==> src/rtl/alu_arbiter.sv <==
// Round-robin arbiter sharing one combinational ALU between two requesters,
// capturing each result into a single-entry response register.
module alu_arbiter #(
   parameter bit INIT_PRIO = 1'b0
) (
   input  logic        clk,
   input  logic        rst,
   input  logic        req0_valid,
   output logic        req0_ready,
   input  logic [2:0]  req0_opcode,
   input  logic        req0_sub,
   input  logic [31:0] req0_op1,
   input  logic [31:0] req0_op2,
   input  logic        req1_valid,
   output logic        req1_ready,
   input  logic [2:0]  req1_opcode,
   input  logic        req1_sub,
   input  logic [31:0] req1_op1,
   input  logic [31:0] req1_op2,
   output logic [2:0]  alu_opcode,
   output logic        alu_sub,
   output logic [31:0] alu_op1,
   output logic [31:0] alu_op2,
   input  logic [31:0] alu_out,
   input  logic        alu_z,
   input  logic        alu_c,
   output logic        rsp_valid,
   input  logic        rsp_ready,
   output logic        rsp_id,
   output logic [31:0] rsp_data,
   output logic        rsp_z,
   output logic        rsp_c
);

   logic        rsp_valid_q, rsp_valid_d;
   logic        rsp_id_q, rsp_id_d;
   logic [31:0] rsp_data_q, rsp_data_d;
   logic        rsp_z_q, rsp_z_d;
   logic        rsp_c_q, rsp_c_d;
   logic        prio_q, prio_d;

   logic slot_free;
   logic grant0;
   logic grant1;

   // Grants depend only on valids, the response slot and prio, never on alu_out.
   always_comb begin
      slot_free = !rsp_valid_q || rsp_ready;
      grant0    = !rst && slot_free && req0_valid && (!req1_valid || !prio_q);
      grant1    = !rst && slot_free && req1_valid && (!req0_valid ||  prio_q);
   end

   assign req0_ready = grant0;
   assign req1_ready = grant1;

   always_comb begin
      alu_opcode = 3'b000;
      alu_sub    = 1'b0;
      alu_op1    = 32'd0;
      alu_op2    = 32'd0;
      if (grant0) begin
         alu_opcode = req0_opcode;
         alu_sub    = req0_sub;
         alu_op1    = req0_op1;
         alu_op2    = req0_op2;
      end else if (grant1) begin
         alu_opcode = req1_opcode;
         alu_sub    = req1_sub;
         alu_op1    = req1_op1;
         alu_op2    = req1_op2;
      end
   end

   always_comb begin
      rsp_valid_d = rsp_valid_q;
      rsp_id_d    = rsp_id_q;
      rsp_data_d  = rsp_data_q;
      rsp_z_d     = rsp_z_q;
      rsp_c_d     = rsp_c_q;
      prio_d      = prio_q;
      if (grant0 || grant1) begin
         rsp_valid_d = 1'b1;
         rsp_id_d    = grant1;
         rsp_data_d  = alu_out;
         rsp_z_d     = alu_z;
         // Carry is only meaningful for ADD/SUB; the ALU may drive junk otherwise.
         rsp_c_d     = (alu_opcode == 3'b000) ? alu_c : 1'b0;
         prio_d      = !grant1;
      end else if (slot_free) begin
         rsp_valid_d = 1'b0;
      end
   end

   always_ff @(posedge clk) begin
      if (rst) begin
         rsp_valid_q <= 1'b0;
         rsp_id_q    <= 1'b0;
         rsp_data_q  <= 32'd0;
         rsp_z_q     <= 1'b0;
         rsp_c_q     <= 1'b0;
         prio_q      <= INIT_PRIO;
      end else begin
         rsp_valid_q <= rsp_valid_d;
         rsp_id_q    <= rsp_id_d;
         rsp_data_q  <= rsp_data_d;
         rsp_z_q     <= rsp_z_d;
         rsp_c_q     <= rsp_c_d;
         prio_q      <= prio_d;
      end
   end

   assign rsp_valid = rsp_valid_q;
   assign rsp_id    = rsp_id_q;
   assign rsp_data  = rsp_data_q;
   assign rsp_z     = rsp_z_q;
   assign rsp_c     = rsp_c_q;

endmodule

==> config.mk <==
export PLATFORM = sky130hd
export DESIGN_NAME = alu_arbiter
export DESIGN_NICKNAME = d
export VERILOG_FILES = /design/src/rtl/alu_arbiter.sv
export SDC_FILE = /design/constraint.sdc
export NUM_CORES = 1
export LEC_CHECK = 0
export BUFFER_PORTS_ARGS = -buffer_cell sky130_fd_sc_hd__clkbuf_2
export CAP_MARGIN = 0
export CORE_AREA = 4 4 106 108
export CTS_CLUSTER_SIZE = 8
export DETAILED_ROUTE_END_ITERATION = 8
export DIE_AREA = 0 0 110 112
export GPL_TIMING_DRIVEN = 0
export PLACE_DENSITY = 0.67
export SETUP_SLACK_MARGIN = 0.05
export SLEW_MARGIN = 5
export SYNTH_ARGS = -nofsm -noshare
export SYNTH_HDL_FRONTEND = slang
export SYNTH_SLANG_ARGS = --single-unit
==> constraint.sdc <==
create_clock -name clk -period 1.5 [get_ports clk]
set_clock_uncertainty 0.2 [all_clocks]
set_input_delay 0.3 -clock clk [delete_from_list [all_inputs] [get_ports clk]]
set_output_delay 0.3 -clock clk [all_outputs]
set_load 0.01 [all_outputs]
# Word level (Yosys, flattened, before mapping)
# Cells that the tools add are included.
# classes
mux	11
n_reduce_logical	17
# op_table
operator	n
two-way mux 32 bit	4
zero test 1 bit	6
two-way mux 3 bit	2
logical AND 1 bit	5
two-way mux 1 bit	5
logical OR 1 bit	4
zero test 3 bit	1
nonzero test 2 bit	1
# totals
register_bits	37
input_bits	175
out_inout_bits	106
elab_cells	34

# Logic depth before layout (Yosys ltp)
# logic_depth
ltp_word	9
depth_mapped	6
mapped_depth_nobuf	4

# Worst setup path after synthesis
# Ideal clock, no wire load.
# synth_path
kind	register to output
startpoint	reg rsp_valid_q (netlist: rsp_valid)
endpoint	out alu_op1[0]
n_path_buf	2
required_time_ns	1.000
path_slack_ns	-0.258
path_stages_with_launch	6
arrival_time_ns	1.258
path_cell_list	dfxtp_1 > nand2b_4 > and4_1 > buf_2 > clkbuf_1 > a22o_1
# synth_between
elab_chain_len	7
elab_cells_between_ends	9
classes_between	mux (2); reduce/logical (7)
# synth_rtl
element	line	source
from (decl)	35	logic rsp_valid_q, rsp_valid_d;
from (signal assigned)	103	rsp_valid_q <= rsp_valid_d;
zero test 1 bit *	48	slot_free = !rsp_valid_q || rsp_ready;
logical OR 1 bit *	48	
logical AND 1 bit *	49, 50	
logical AND 1 bit (2 in series)	50	grant1 = !rst && slot_free && req1_valid && (!req0_valid || prio_q);
two-way mux 32 bit	66	end else if (grant1) begin
two-way mux 32 bit *	61	if (grant0) begin
to (decl)	22	output logic [31:0] alu_op1,
# Mark *: on every way between the ends. The rest lies on a longest branch, timed or not.

# Worst setup path in the final report
# layout_path
startpoint	reg prio_q
endpoint	out alu_op2[29]
# layout_between
elab_chain_len	4
elab_cells_between_ends	7
classes_between	mux (2); reduce/logical (5)
# layout_rtl
element	line	source
from (decl)	40	logic prio_q, prio_d;
from (signal assigned)	108	prio_q <= prio_d;
logical OR 1 bit or zero test 1 bit (tied branches)	50, 49	
logical AND 1 bit or logical OR 1 bit (tied branches)	50, 49	
two-way mux 32 bit or logical AND 1 bit (tied branches)	66, 49	
two-way mux 32 bit *	61	
to (decl)	23	output logic [31:0] alu_op2,
# Marks and branches as above.

==> flow_summary.yaml <==
power:
  max-vdd-ir-drop_uv: 604
  p_leak_nw: 2.22
  p_total_mw: 2.89
  p_per_area_nw_per_um2: 719
worst_setup_path:
  worstPathBufferInverterCount: 3
  cp.arrival_ps: 1590
  path_common_cell: "buf_8"
  critical-path-top-delay-family: "compound AO/OA/AOI/OAI gates"
  crit_type: "flip-flop to output pin"
  crit_path_end_kind: "output pin"
  cpMaxStageDelayCell: "dfxtp_2"
  start_kind: "flip-flop"
  timing.critical_path.cells: "o2111a_2, buf_8, clkbuf_16, a22o_4, buf_8"
  cp_slowest_stage_delay_ps: 330
  critPathMaxFanout: 6
  worst_ep_required_time_ps: 1000
worst_hold_path:
  holdCritPathClass: "input pin to flip-flop"
yosys:
  yosys_register_bits: 37
  postSynth.topFlopCell: "dfxtp_1"
  synth_top_area_share_pct: 37.3
  yosys.area.top_type: "dfxtp_1"
  synth_enable_flop_cells: 0
  synth.avg_cell_area_um2: 8.00
  synthesized_net_count: 423
  synth.yosys.seq_area_share_pct: 37.3
  synthArstFlopShare_pct: 0
  synth_top_cells_by_area: "dfxtp_1 37%, a22o_1 30%, nand2_1 13%"
  synthesis.instances: 248
  synth_top_cells_by_count: "68 x a22o_1, 68 x nand2_1, 37 x dfxtp_1"
  synth_cell_type_count: 20
  count_of_warnings_emitted_by_yosys: 0
  synth.cell_area_um2: 1980
finish:
  fill_cells: 1079
  final_net_count: 717
  antenna_cells_inserted: 0
  final_layout_size_suffix_gt1_share_pct: 61.0
  areaGrowthSynthToFinish_pct: 103
  final_cell_area_um2: 4030
floorplan:
  design.core.area_um2: 10200
  design.die.area_um2: 12300
  die_w_um: 110
  die_y_um: 112
  placement_rows: 37
  initial_utilization_pct: 19.4
  io_pins: 281
timing:
  max_clock_freq_mhz: 479
  worst_pin_slew_ps: 480
  final_hold_viol_count: 0
  final_critical_path_setup_slack_ps: -590
  finalCritPeriodShare_pct: 139
  timing.final.max_slew_violations: 0
  setup_viol_count_final: 71
  period_needed_ps: 2090
  grt_setup_unrepaired: "true"
  timing.slew.headroom_pct: 68.0
global_routing:
  first_pass_grt_wire_length_um: 16000
  grt_usage_pct: 16.5
  antenna_violations_before_repair: 0
  grt_max_degree: 12
  first_global_vias: 3092
  globalRoute.totalOverflow: 0
outcome:
  outcome: "finished with violations"
  violations: "negative setup slack"
cts:
  cts_tree: "yes"
  insertion_delay_ps: 280
  postCtsHoldBufs: 0
  clock_sink_count: 37
  clk_transition_reported_paths_ps: 70
  clock_tree.htree_level_count: 2
  buffer_type_at_the_clock_tree_root: "clkbuf_8"
  clock_path_buffers: 2
  cts_made_buffers: 5
detailed_routing:
  finalWirelength_um: 11200
  antenna_violating_nets_post_route: 0
  routedWlPerCell_um: 16.5
  drt_iter0_drc: 198
  avgViaCountPerCell: 4.52
  drc_errors: 0
  route.vias.total: 3071
  drt_pass1_iterations: 4
placed_design:
  placed_area_um2: 3670
  port_buffers: 280
  place_hpwl_um: 9520
  gp_congestion: 0.928
flow_run:
  max_cap_viol_count: 0
timing repair:
item                       4_1_cts  5_1_grt
gates cloned                     3        1
gates resized for setup         36       28
setup buffers                    2        1
pin swaps                       10        2
setup endpoints to repair      103      103
metrics by stage:
stage | std cells | utilization, % | setup WS (ps) | setup TNS, ps | hold slack [ps]
CTS | 677 | 38.7 | -624 | -40130 | 24.8
finish | 679 | 39.3 | -590 | -38190 | 35.3
global placement | 664 | 35.9 | -521 | -38470 | 239
global route | 679 | 39.3 | -653 | -43210 | 26.0
detailed placement | 664 | 35.9 | -548 | -42570 | 246
floorplan | 248 | - | -90.3 | -5330 | 240
where the power goes:
| part | leakage (nW) | switching (mW) | internal [mW] |
|---|---|---|---|
| Clock | 0.0542 | 0.344 | 0.415 |
| Combinational | 1.86 | 0.502 | 0.556 |
| Sequential | 0.304 | 0.0324 | 1.04 |
tightest hold or removal path, stage by stage:
cell	delay, ps
clkbuf_2	80
nand2_1	40
a21oi_1	50
placed cells by master, fill, tap and decap left out:
cell type / count
clkbuf_1: 2
a21oi_2: 3
o21bai_1: 1
o211ai_1: 1
a22oi_1: 1
a21o_1: 1
nor2_2: 1
clkinv_2: 1
nor4b_1: 2
buf_6: 6
clkbuf_16: 2
nand2b_4: 1
a21oi_1: 31
dfxtp_1: 35
buf_12: 2
dfxtp_2: 2
clkbuf_2: 275
and4_4: 1
o2111a_2: 1
o211a_2: 1
or4b_1: 1
clkbuf_8: 15
buf_2: 1
o21ai_1: 1
inv_1: 2
buf_4: 10
nand2_1: 68
a22o_4: 2
buf_8: 7
a22o_1: 66
metal layers:
layer,vias to the layer above,wire length [µm],share of wire (%),track usage (%)
li1,1499,-,-,-
met1,1381,3990,35,17.2
met2,169,5860,52,30.9
met3,22,1060,9.5,4.12
met4,0,325,2.9,6.15
met5,-,0,0,0
final timing paths:
check | start | to | slack [ps] | depth (start not counted)
max | prio_q | alu_op2[29] | -590 | 5
min | alu_out[19] | rsp_data[19] | 40 | 3
max reg2reg | prio_q | rsp_c | -160 | 4
min reg2reg | rsp_data[5] | rsp_data[5] | 250 | 2
cell families (layout without fill, tap and decap cells):
family                 Yosys count  count (layout)  share of synthesized area (%)
AOI/OAI and AO/OA              109             109                           41.4
and+or+nand+nor                 74              74                           15.6
DFF                             37              37                           37.3
buffers and inverters           28             323                           5.67
cell type report:
class	instances	area, µm²	share of cell area (%)
plain buffers	26	315	7.83
clock buffers	7	96.3	2.39
clock inverters	1	5.00	0.124
inverters	2	7.51	0.187
multi-input cells	183	1170	29.0
flip-flops and latches	37	743	18.5
well taps	136	170	4.23
repair buffers	287	1520	37.8
state kept, by name, indices dropped and copies added (netlist names):
register	flops
rsp_c	1
rsp_z	1
prio_q	1
rsp_data	32
rsp_id	1
rsp_valid	1
Power figures use the tool's default switching activity.
